[src/rtl/tlul_pkg.sv]
// Minimal TL-UL type definitions shared by the GPIO arbiter and its bench.
package tlul_pkg;

  typedef enum logic [2:0] {
    PutFullData    = 3'h0,
    PutPartialData = 3'h1,
    Get            = 3'h4
  } tl_a_op_e;

  typedef enum logic [2:0] {
    AccessAck     = 3'h0,
    AccessAckData = 3'h1
  } tl_d_op_e;

  // Host-to-device: A channel plus the D-channel ready
  typedef struct packed {
    logic        a_valid;
    tl_a_op_e    a_opcode;
    logic [2:0]  a_param;
    logic [1:0]  a_size;
    logic [7:0]  a_source;
    logic [31:0] a_address;
    logic [3:0]  a_mask;
    logic [31:0] a_data;
    logic [15:0] a_user;
    logic        d_ready;
  } tl_h2d_t;

  // Device-to-host: D channel plus the A-channel ready
  typedef struct packed {
    logic        d_valid;
    tl_d_op_e    d_opcode;
    logic [2:0]  d_param;
    logic [1:0]  d_size;
    logic [7:0]  d_source;
    logic        d_sink;
    logic [31:0] d_data;
    logic [15:0] d_user;
    logic        d_error;
    logic        a_ready;
  } tl_d2h_t;

endpackage

[src/rtl/gpio_tlul_arb.sv]
// Two-host TL-UL arbiter in front of the GPIO device port.
// One outstanding transaction at a time, round-robin grant, response routed
// by the latched owner (d_source is never inspected).
module gpio_tlul_arb (
  input  logic              clk_i,
  input  logic              rst_i,
  input  tlul_pkg::tl_h2d_t tl_h0_i,
  output tlul_pkg::tl_d2h_t tl_h0_o,
  input  tlul_pkg::tl_h2d_t tl_h1_i,
  output tlul_pkg::tl_d2h_t tl_h1_o,
  output tlul_pkg::tl_h2d_t tl_dev_o,
  input  tlul_pkg::tl_d2h_t tl_dev_i,
  output logic              busy_o,
  output logic              owner_o
);

  typedef enum logic [1:0] {
    IDLE = 2'd0,
    ADDR = 2'd1,
    RESP = 2'd2
  } state_e;

  state_e state_q, state_d;
  logic   owner_q, owner_d;
  logic   prio_q, prio_d;

  logic              any_req;
  logic              winner;
  logic              sel;
  logic              a_phase;
  logic              d_phase;
  logic              a_hs;
  logic              d_hs;
  tlul_pkg::tl_h2d_t req_sel;

  // Round-robin pick among requesting hosts; prio breaks ties
  always_comb begin
    any_req = tl_h0_i.a_valid | tl_h1_i.a_valid;
    winner  = 1'b0;
    if (tl_h0_i.a_valid && tl_h1_i.a_valid) begin
      winner = prio_q;
    end else if (tl_h1_i.a_valid) begin
      winner = 1'b1;
    end
  end

  // Host select: live winner in IDLE, locked owner otherwise; host 0 in reset
  always_comb begin
    sel = 1'b0;
    if (!rst_i) begin
      sel = (state_q == IDLE) ? winner : owner_q;
    end
    req_sel = sel ? tl_h1_i : tl_h0_i;
    // Handshake enables are gated by reset so nothing leaks out while held
    a_phase = !rst_i && (state_q != RESP);
    d_phase = !rst_i && (state_q == RESP);
  end

  // Device request: selected host's A fields, valid/ready gated by phase
  always_comb begin
    tl_dev_o         = req_sel;
    tl_dev_o.a_valid = a_phase & req_sel.a_valid;
    tl_dev_o.d_ready = d_phase & req_sel.d_ready;
  end

  // Host responses: D fields fan out, but valid/ready reach only the selected host
  always_comb begin
    tl_h0_o         = tl_dev_i;
    tl_h0_o.a_ready = a_phase & ~sel & tl_dev_i.a_ready;
    tl_h0_o.d_valid = d_phase & ~sel & tl_dev_i.d_valid;
    tl_h1_o         = tl_dev_i;
    tl_h1_o.a_ready = a_phase & sel & tl_dev_i.a_ready;
    tl_h1_o.d_valid = d_phase & sel & tl_dev_i.d_valid;
  end

  // Next-state logic for the grant FSM
  always_comb begin
    a_hs    = tl_dev_o.a_valid & tl_dev_i.a_ready;
    d_hs    = tl_dev_i.d_valid & tl_dev_o.d_ready;
    state_d = state_q;
    owner_d = owner_q;
    prio_d  = prio_q;
    unique case (state_q)
      IDLE: begin
        if (any_req) begin
          owner_d = winner;
          state_d = a_hs ? RESP : ADDR;
        end
      end
      ADDR: begin
        if (a_hs) begin
          state_d = RESP;
        end
      end
      RESP: begin
        if (d_hs) begin
          state_d = IDLE;
          prio_d  = ~owner_q;
        end
      end
      default: state_d = IDLE;
    endcase
  end

  // Grant FSM registers; reset abandons any in-flight transaction
  always_ff @(posedge clk_i or posedge rst_i) begin
    if (rst_i) begin
      state_q <= IDLE;
      owner_q <= 1'b0;
      prio_q  <= 1'b0;
    end else begin
      state_q <= state_d;
      owner_q <= owner_d;
      prio_q  <= prio_d;
    end
  end

  assign busy_o  = (state_q != IDLE);
  assign owner_o = owner_q;

endmodule
[config.mk]
export PLATFORM = sky130hd
export DESIGN_NAME = gpio_tlul_arb
export DESIGN_NICKNAME = d
export VERILOG_FILES = /design/src/rtl/tlul_pkg.sv /design/src/rtl/gpio_tlul_arb.sv
export SDC_FILE = /design/constraint.sdc
export NUM_CORES = 1
export LEC_CHECK = 0
export CORE_AREA = 2 2 202 204
export DETAILED_ROUTE_END_ITERATION = 12
export DIE_AREA = 0 0 204 206
export HOLD_SLACK_MARGIN = 0.12
export PLACE_DENSITY = 0.42
export SETUP_SLACK_MARGIN = 0.3
export SYNTH_ARGS = -nofsm -noshare
export SYNTH_HDL_FRONTEND = slang
export SYNTH_SLANG_ARGS = --single-unit
[constraint.sdc]
create_clock -name clk_i -period 1.6 [get_ports clk_i]
set_clock_uncertainty 0.05 [all_clocks]
set_input_delay 0.32 -clock clk_i [delete_from_list [all_inputs] [get_ports clk_i]]
set_output_delay 0.32 -clock clk_i [all_outputs]
set_load 0.05 [all_outputs]
# Word level (Yosys, flattened, before mapping)

Cells that the tools add are included.

Reductions and logical operators: 9
Equal/unequal tests: 6
Bitwise operators: 15
Muxes and demuxes: 10
Shifts and indexed selects: 0
Multipliers: 0
Order comparisons: 0
Add/sub/neg operators: 0
Div/mod/pow operators: 0

Operators by type and width:

| operator                                      | count |
|---|---|
| 2-to-1 mux 102 bit                            | 1 |
| AND 1 bit                                     | 12 |
| 2-to-1 mux 2 bit                              | 4 |
| != test 2 bit, second input constant          | 4 |
| one-hot mux 2 bit (3 select lines)            | 1 |
| 2-to-1 mux 1 bit                              | 4 |
| AND reduction 2 bit                           | 2 |
| logical AND 1 bit                             | 3 |
| AND reduction 3 bit                           | 1 |
| == test 2 x 1 -> 1 bit, second input constant | 1 |
| == test 2 bit, second input constant          | 1 |
| logical NOT 2 bit                             | 1 |
| NOT 1 bit                                     | 2 |
| nonzero test 2 bit                            | 1 |
| logical NOT 1 bit                             | 1 |
| bitwise OR 1 bit                              | 1 |

Memories kept: 0
Bits in latches: 0
Output and inout port bits: 240
Register bits after elaboration: 4
Memory bits (read-only): 0
Input bits: 274
RAM bits: 0

# Logic depth before layout (Yosys ltp)

Gate-level depths: netlist (run 1).

Depth in word-level cells: 10
Mapped depth: 6
Mapped depth without buffers: 3

# Worst setup path before layout (run 1)

Ideal clock, no wire load.

Path type: reg2out
Start point: register owner_q (netlist: owner_o)
End point: output port tl_dev_o[101] (netlist bit)
Stages on the path, launching flop included: 4
Data arrival time: 2.189 ns
Data required time: 1.230 ns
Setup slack: -0.959 ns
Path through: dfrtp_1 buf_2 mux2i_1 a211oi_1

RTL lines:

| what                   | RTL line             | source |
|---|---|---|
| start, declared        | gpio_tlul_arb.sv:24  | `logic owner_q, owner_d;` |
| start signal, assigned | gpio_tlul_arb.sv:113 | `owner_q <= owner_d;` |
| end, declared          | gpio_tlul_arb.sv:11  | `output tlul_pkg::tl_h2d_t tl_dev_o,` |

==> metrics, run 1 <==
status=complete, but fails checks; failing checks=negative setup slack; R2R depth=7; final setup violation count=108; PnR worst setup slack=-669.1 ps; RSZ-0062 raised after global routing=yes; Pint=6134 µW; critical path class=reg -> out; worst-path maximum fanout=7; CTS Sinks=4; core footprint=40180 µm²; wire per inst=19.89 µm; RR Startpoint=state_q[0]; power share of the combinational group=0.953; CTS max path bufs=2; Starting Density=0.1074; Seq cells post-synth=4; area grow syn2layout=130.7%; CP endpoint kind=output pin; Yosys top cell by area=o32ai_2; RD Place Congestion=0.7824; drt drc=0; Synth Instances=526; Hold Path Sink=prio_q; final hold violations=0; largest net degree at the start of global routing=41; post-DP HPWL=19800 µm; antenna violations before repair=0; Final #Nets=1045; sw frac=0.5288; hold slack=502.6 ps; number of global-route vias before repair=5161; hold path cells=1; area share of the largest cell type after synthesis=0.3768; Worst setup SP type=flip-flop; chip height=206 µm; NetSw=6884 µW; Slew Limit Headroom=0.6551; Fmax=440.7 MHz; Yosys warnings=0; post-synthesis net count=800; part of the Yosys area used for sequential elements=0.02319; clk slew on worst S/H paths=30 ps; CTS tree=yes; via count=4822; VDD IR max=548.9 µV; Worst Tran Pin Value=517.3 ps; pwr dens=1307 nW/µm²; Reg power frac=0.016; Hold Startpoint=prio_q; I/O pin total=514; worst flop-to-flop path endpoint=prio_q; via/cell ratio=3.704; router iterations before antenna repair=4; H-tree depth=1; Ant. Diodes=0; synth top area cells=o32ai_2 (38%), buf_4 (23%), o21ai_0 (12%), inv_1 (9.0%), buf_12 (5.1%); DRT iter0 DRCs=110; WP data required=1230 ps; proportion of power drawn by the clock network=0.031; drt total wl=25890 µm; Synth Cell Area=4317 µm²; die area=42020 µm²; LEAKAGE=0.003706 µW; All-Layer GR Usage=0.1135; chip width=204 µm; max-slew violation count=0; share of cells above drive strength 1=0.4545; num rows=74; syn_area_per_cell=8.207 µm²; Cell variety after synth=28; Hold Crit Class=reg -> reg; FILL cells=4306; fin util=0.2478; first-pass GRT wire length=35400 µm; CP arrival=1900 ps; clk_lat worst skew=230 ps; # placed instances=1260; Routed Antenna Nets=0; final global-route overflow total=0; non-filler cells, final=1302; CTS Root Cell=clkbuf_16; Max-cap violations=0; I/O Buffers=315; min Tclk post-route=2269 ps; CTS Buf Count=3; register-to-register setup slack=-100 ps; Final Cycle Share=1.418
[what timing repair did]
action                                  CTS  global route
gates resized for setup                 177            24
gates cloned                              7             6
pin swaps                                15            13
hold buffers                              1             0
endpoints found under the setup margin  112           112
hold endpoints to repair                  4             0
buffers inserted                         20             4
[state kept, by name, indices dropped and copies added (netlist names)]
register and count:
state_q 2, owner_o 1, prio_q 1
[power groups by stage]
stage	Clock [µW]	Sequential (µW)	Combinational, µW
finish	405	206	12400
CTS	410	206	12000
global route	423	211	13000
detailed placement	0	205	10200
floorplan	0	231	7460
global placement	0	205	10100
[per-layer routing]
metal | vias up | track usage | wire length (µm)
met4 | 0 | 0.03235 | 650
li1 | 2233 | - | -
met2 | 330 | 0.2151 | 13880
met5 | - | 0 | 0
met3 | 38 | 0.04273 | 2869
met1 | 2221 | 0.1154 | 8490
[logic make-up (layout without fill, tap and decap cells)]
logic type / Yosys count / in the layout / share of synthesized area
AOI/OAI and AO/OA: 211 / 211 / 0.5125
buffers and inverters: 292 / 536 / 0.4339
DFF: 4 / 4 / 0.02319
and+or+nand+nor: 16 / 16 / 0.02319
muxes: 3 / 3 / 0.007246
[worst max path at each step]
stage / slack (ps) / endpoint / from / depth (start not counted)
2_1_floorplan: -640 / tl_dev_o[93] / owner_o / 6
3_3_place_gp: -860 / tl_dev_o[25] / tl_h0_i[101] / 7
3_5_place_dp: -840 / tl_dev_o[25] / tl_h0_i[101] / 7
4_1_cts: -710 / tl_dev_o[45] / state_q[0] / 7
5_1_grt: -730 / tl_dev_o[37] / state_q[0] / 8
6_report: -670 / tl_dev_o[10] / state_q[0] / 8
[area by class of cell]
type	instances	area [µm²]	share of cell area
clock buffer	4	78.83	0.007917
sequential	4	103.9	0.01043
multi-input combinational	230	3580	0.3595
inverter	103	394.1	0.03958
tap	532	665.6	0.06685
timing repair buffer	429	5135	0.5157
[worst max-delay path: stages (launching register included)]
cell and delay (ps):
dfrtp_2 420, nor2_4 160, buf_6 120, and4_4 280
buf_12 120, buf_16 130, buf_12 150, o32ai_4 90
buf_6 180
[cell usage in the layout (no fill, tap or decap), types with 4 or more instances in the layout]
cell             instances
buf_12                  45
buf_16                  12
buf_4                   42
buf_6                  108
buf_8                    8
clkbuf_16                9
clkdlybuf4s50_1        204
inv_1                  102
nor2_4                   4
o21ai_0                 72
o21ai_1                 29
o32ai_2                  4
o32ai_4                 97
[synthesized netlist by cell type, drive strengths merged]
cell type and n:
nand2b 3, a211oi 1, and4 1, o21a 2, clkbuf 24, o21ai 102
a32oi 1, a32o 1, a21oi 1, dfrtp 4, mux2i 2, a31oi 1
o32ai 101, nor3 2, o31ai 1, nand4bb 1, inv 103, and3 1
nor2 5, nor2b 2, mux2 1, buf 165, nand2 1
[stage by stage]
stage | power [µW] | setup TNS, ps | setup WS, ps | instance area, µm²
after floorplan | 7696 | -46260 | -639.0 | 5444
after global placement | 10340 | -82090 | -857.9 | 8591
after detailed placement | 10360 | -81400 | -842.1 | 8591
after CTS | 12640 | -66640 | -708.2 | 9659
after global routing | 13660 | -70810 | -733.4 | 9957
final | 13020 | -63970 | -669.1 | 9957
Note: power is estimated with default switching activity, not from simulation.
==> inputs of run 2 (changes only) <==
--- a/config.mk
+++ b/config.mk
@@ -5,11 +5,12 @@
 export SDC_FILE = /design/constraint.sdc
 export NUM_CORES = 1
 export LEC_CHECK = 0
-export CORE_AREA = 2 2 202 204
+export CORE_AREA = 2 2 203 205
 export DETAILED_ROUTE_END_ITERATION = 12
-export DIE_AREA = 0 0 204 206
+export DIE_AREA = 0 0 205 207
+export DONT_BUFFER_PORTS = 1
 export HOLD_SLACK_MARGIN = 0.12
-export PLACE_DENSITY = 0.42
+export PLACE_DENSITY = 0.35
 export SETUP_SLACK_MARGIN = 0.3
 export SYNTH_ARGS = -nofsm -noshare
 export SYNTH_HDL_FRONTEND = slang
==> run 2 against run 1 <==
Net effect: the flow still finishes with violations (negative setup slack); via count shrank 22%; largest cell class is now multi-input combinational cells; combinational power shrank 16%; global-route usage shrank 2.2 points; critical endpoint is now tl_dev_o[56].
==> metrics, run 2 (synthesis gave the netlist of run 1 again) <==
status=complete, but fails checks; failing checks=negative setup slack; CTS Sinks=4; VDD IR max=923.9 µV; FF+latch area=103.9 µm²; final hold violations=0; # placed instances=976; RD Place Congestion=0.7150; Worst path most repeated cell=buf_12; commonest non-fill, non-tap cells in the layout=inv_1 (102), o32ai_4 (94), o21ai_0 (90), buf_12 (75), buf_4 (31); final setup violation count=107; CP Cell Sequence=nor2_4 -> a31oi_4 -> buf_12 -> buf_12 -> buf_12 -> o32ai_4; worst flop-to-flop path endpoint=prio_q; post-DP HPWL=16960 µm; pre-CTS setup slack=-595.4 ps; largest net degree at the start of global routing=107; final global-route overflow total=0; number of global-route vias before repair=3932; clk_lat worst skew=220 ps; CTS max path bufs=2; FILL cells=4523; Top reg by flops=state_q; Setup crit end=tl_dev_o[56]; share of cells above drive strength 1=0.5474; Hold Crit Class=in -> reg; Ant. Diodes=0; router iterations before antenna repair=4; RSZ-0062 raised after global routing=yes; Final #Nets=750; I/O pin total=514; CTS Root Cell=clkbuf_16; Worst Tran Pin Value=635.6 ps; num rows=74; drt drc=0; Worst setup SP type=flip-flop; die area=42440 µm²; area of the multi-input gates=3536 µm²; via/cell ratio=3.721; Routed Antenna Nets=0; RR Startpoint=state_q[0]; Critical-path top delay cell=o32ai_4; Slew Limit Headroom=0.5791; critical path class=reg -> out; pwr dens=1559 nW/µm²; clk slew on worst S/H paths=30 ps; min Tclk post-route=2281 ps; Final Cycle Share=1.425; non-filler cells, final=1007; area grow syn2layout=62.58%; DP Area=6286 µm²; H-tree depth=1; Starting Density=0.1069; via count=3747; WP data required=1230 ps; Critical Path Source=state_q[1]; wire per inst=21.20 µm; max-slew violation count=0; worst-path maximum fanout=9; first-pass GRT wire length=28830 µm; CTS Buf Count=3; CP bufs+invs=3; Max-cap violations=0; PnR worst setup slack=-680.5 ps; R2R depth=5; CP arrival=1910 ps; chip width=205 µm; drt total wl=21350 µm; All-Layer GR Usage=0.09102; cell family with most CP delay=compound AO/OA/AOI/OAI gates; max FFs per register=2; Total Power=10940 µW; Hold Startpoint=tl_h1_i[101]; commonest non-fill, non-tap cell in the layout=inv_1; core footprint=40370 µm²; Crit path depth=6; I/O Buffers=0; Fmax=438.5 MHz; DRT iter0 DRCs=170; antenna violations before repair=5; LEAKAGE=0.002420 µW; CP max stage delay=530 ps; chip height=207 µm; CP endpoint kind=output pin; register-to-register setup slack=80 ps; Post-Layout Inst Area=7018 µm²; CTS tree=yes
run 2: cell count changes in the layout (fill, tap and decap cells not counted), sizes merged:
cell / previous run / this run
buf: 215 / 129
clkbuf: 10 / 7
clkdlybuf4s50: 204 / 0
dlygate4sd2: 2 / 0
run 2: area by class of cell:
type	count	area share
clock buffers	4	0.01123
inverters	103	0.05616
multi-input cells	230	0.5038
flip-flops and latches	4	0.01480
well taps	532	0.09485
repair buffers	134	0.3191
run 2: worst min path at each step:
stage	end	slack, ps	depth (start not counted)
after global routing	owner_o	220	1
after CTS	owner_o	210	1
after detailed placement	prio_q	200	2
after floorplan	prio_q	200	2
final	owner_o	210	1
after global placement	prio_q	240	2
run 2: layer usage:
metal  global-route usage  vias to the layer above  wire [µm]
met4              0.01538                        8        429
li1                     -                     1641          -
met1              0.08946                     1747       6938
met3              0.03823                       41       2542
met5                    0                        -         60
met2               0.1767                      310      11370
run 2: repair_timing:
action / 4_1_cts / 5_1_grt
endpoints found under the setup margin: 111 / 112
resized for setup: 51 / 19
endpoints found under the hold margin: 4 / 0
gates cloned: 4 / 3
setup buffers: 11 / 8
pin swaps: 16 / 8
hold buffers: 1 / 0
run 2: through the flow:
| step | hold WS, ps | setup TNS [ps] | util |
|---|---|---|---|
| after floorplan | 195.4 | -46260 | - |
| after global placement | 238.8 | -42740 | 0.1557 |
| after detailed placement | 201.0 | -41680 | 0.1557 |
| after CTS | 213.2 | -64560 | 0.1683 |
| after global routing | 216.0 | -71850 | 0.1738 |
| final | 214.7 | -63100 | 0.1738 |
run 2: power by group:
part           switching [µW]  internal, µW  leakage, µW  total, µW
clock                    69.5           329    0.0000382        399
sequential               39.3           147    0.0000459        186
combinational            6120          4240      0.00234      10400
==> inputs of run 3 (changes only) <==
--- a/config.mk
+++ b/config.mk
@@ -5,13 +5,13 @@
 export SDC_FILE = /design/constraint.sdc
 export NUM_CORES = 1
 export LEC_CHECK = 0
-export CORE_AREA = 2 2 203 205
+export CORE_AREA = 2 2 198 200
 export DETAILED_ROUTE_END_ITERATION = 12
-export DIE_AREA = 0 0 205 207
+export DIE_AREA = 0 0 200 202
 export DONT_BUFFER_PORTS = 1
 export HOLD_SLACK_MARGIN = 0.12
 export PLACE_DENSITY = 0.35
-export SETUP_SLACK_MARGIN = 0.3
+export SETUP_SLACK_MARGIN = 0.02
 export SYNTH_ARGS = -nofsm -noshare
 export SYNTH_HDL_FRONTEND = slang
 export SYNTH_SLANG_ARGS = --single-unit
==> run 3 against run 2 <==
Net effect: sequential cell count did not move; register-to-register slack got worse by 190 ps; critical path type unchanged; setup slack got worse by 45 ps; non-clock buffer count rose by 11; die area fell by 4.8%; the run still ends with negative setup slack left; global-route usage rose by 0.86 points; power rose by 2.0%; clock power rose by 2%; wire length rose by 3.1%; first-iteration DRC count fell by 27%; worst hold slack got worse by 2.1 ps.
==> metrics, run 3 (synthesis gave the netlist of run 1 again) <==
critical path class=reg -> out; WP data required=1230 ps; commonest non-fill, non-tap cells in the layout=o21ai_0 (102), inv_1 (102), o32ai_4 (93), buf_12 (85), buf_4 (34); Slew Limit Headroom=0.5242; CTS max path bufs=2; CTS tree=yes; die area=40400 µm²; most used routing layer=met2; num rows=72; PnR worst setup slack=-725.1 ps; worst-path maximum fanout=6; pre-CTS setup slack=-521.2 ps; min Tclk post-route=2325 ps; max-slew violation count=0; number of global-route vias before repair=3898; status=complete, but fails checks; hold path cells=1; via/cell ratio=3.724; first-pass GRT wire length=29030 µm; R2R depth=7; GR Util met2=0.2082; All-Layer GR Usage=0.09966; Worst setup SP type=flip-flop; I/O pin total=514; drt drc=0; router iterations before antenna repair=4; area grow syn2layout=64.12%; Final Cycle Share=1.453; met1 usage=0.07883; worst flop-to-flop path endpoint=prio_q; DP Area=6571 µm²; Top reg by flops=state_q; Routed Antenna Nets=0; Hold Path Sink=owner_o; pwr dens=1576 nW/µm²; final global-route overflow total=0; clk slew on worst S/H paths=30 ps; Max-cap violations=0; core footprint=38290 µm²; final setup violation count=108; share of cells above drive strength 1=0.5473; failing checks=negative setup slack; Worst Tran Pin Value=718.5 ps; H-tree depth=1; CP endpoint kind=output pin; hold slack=212.7 ps; VDD IR max=578.6 µV; via count=3743; RD Place Congestion=0.7729; largest net degree at the start of global routing=107; drt total wl=22010 µm; chip height=202 µm; Post-Layout Inst Area=7084 µm²; RSZ-0062 raised after global routing=yes; max FFs per register=2; Total Power=11160 µW; I/O Buffers=0; Starting Density=0.1127; CP arrival=1960 ps; CTS Root Cell=clkbuf_16; final hold violations=0; antenna violations before repair=2; LEAKAGE=0.002462 µW; register-to-register setup slack=-110 ps; chip width=200 µm; Final #Nets=761; Fmax=430.1 MHz; met3 global-route usage=0.04238; CTS Buf Count=3; RR Startpoint=owner_o; wire per inst=21.90 µm; Hold Crit Class=in -> reg; Hold Startpoint=tl_h1_i[101]; clk_lat worst skew=230 ps; CTS Sinks=4; DRT iter0 DRCs=124; post-DP HPWL=18580 µm
## run 3: report_power, final
part / internal (µW) / leakage (µW) / total [µW] / switching [µW]
clock network: 330 / 0.0000382 / 406 / 76.2
logic: 4460 / 0.00238 / 10600 / 6110
registers: 144 / 0.0000481 / 181 / 37.0
total: 4940 / 0.00246 / 11200 / 6230
## run 3: worst max-delay path: stages (launching register included)
cell     delay, ps
dfrtp_1        410
nor2_4         140
a31oi_4        110
buf_12         150
buf_12         130
buf_12         130
o32ai_4        640
## run 3: cell type report
cell class | instances | area, µm²
clock buffers | 4 | 78.83
repair buffers | 145 | 2352
multi-input cells | 230 | 3515
diodes | 1 | 2.502
well taps | 518 | 648.1
flip-flops and latches | 4 | 101.3
inverters | 103 | 386.6
fillers | 4198 | 31200
## run 3: how the worst max path moves through the flow
stage / startpoint / end / slack (ps) / depth (start not counted)
3_5_place_dp: state_q[1] / tl_dev_o[47] / -520 / 6
5_1_grt: state_q[0] / tl_dev_o[65] / -790 / 8
3_3_place_gp: state_q[1] / tl_dev_o[12] / -530 / 6
6_report: state_q[0] / tl_dev_o[43] / -730 / 6
4_1_cts: state_q[0] / tl_dev_o[46] / -760 / 6
2_1_floorplan: owner_o / tl_dev_o[93] / -640 / 6
## run 3: metrics by stage
stage	utilization	cells	setup TNS (ps)
4_1_cts	0.1825	998	-72220
3_3_place_gp	0.1716	981	-43680
5_1_grt	0.1850	1005	-76910
3_5_place_dp	0.1716	981	-43260
6_report	0.1850	1005	-68980
2_1_floorplan	-	526	-46260
## run 3: what timing repair did
action                                  in CTS  in global routing
endpoints found under the setup margin     109                109
pin swaps                                   19                 28
hold buffers                                 1                  0
endpoints found under the hold margin        4                  0
buffers inserted                            10                  5
gates cloned                                 2                  1
gates resized for setup                     40                  6
## run 3: per-layer routing
| layer | vias to the layer above | share of wire |
|---|---|---|
| met5 | - | 0.00041 |
| met4 | 2 | 0.034 |
| met3 | 39 | 0.12 |
| met2 | 315 | 0.58 |
| met1 | 1724 | 0.27 |
| li1 | 1663 | - |
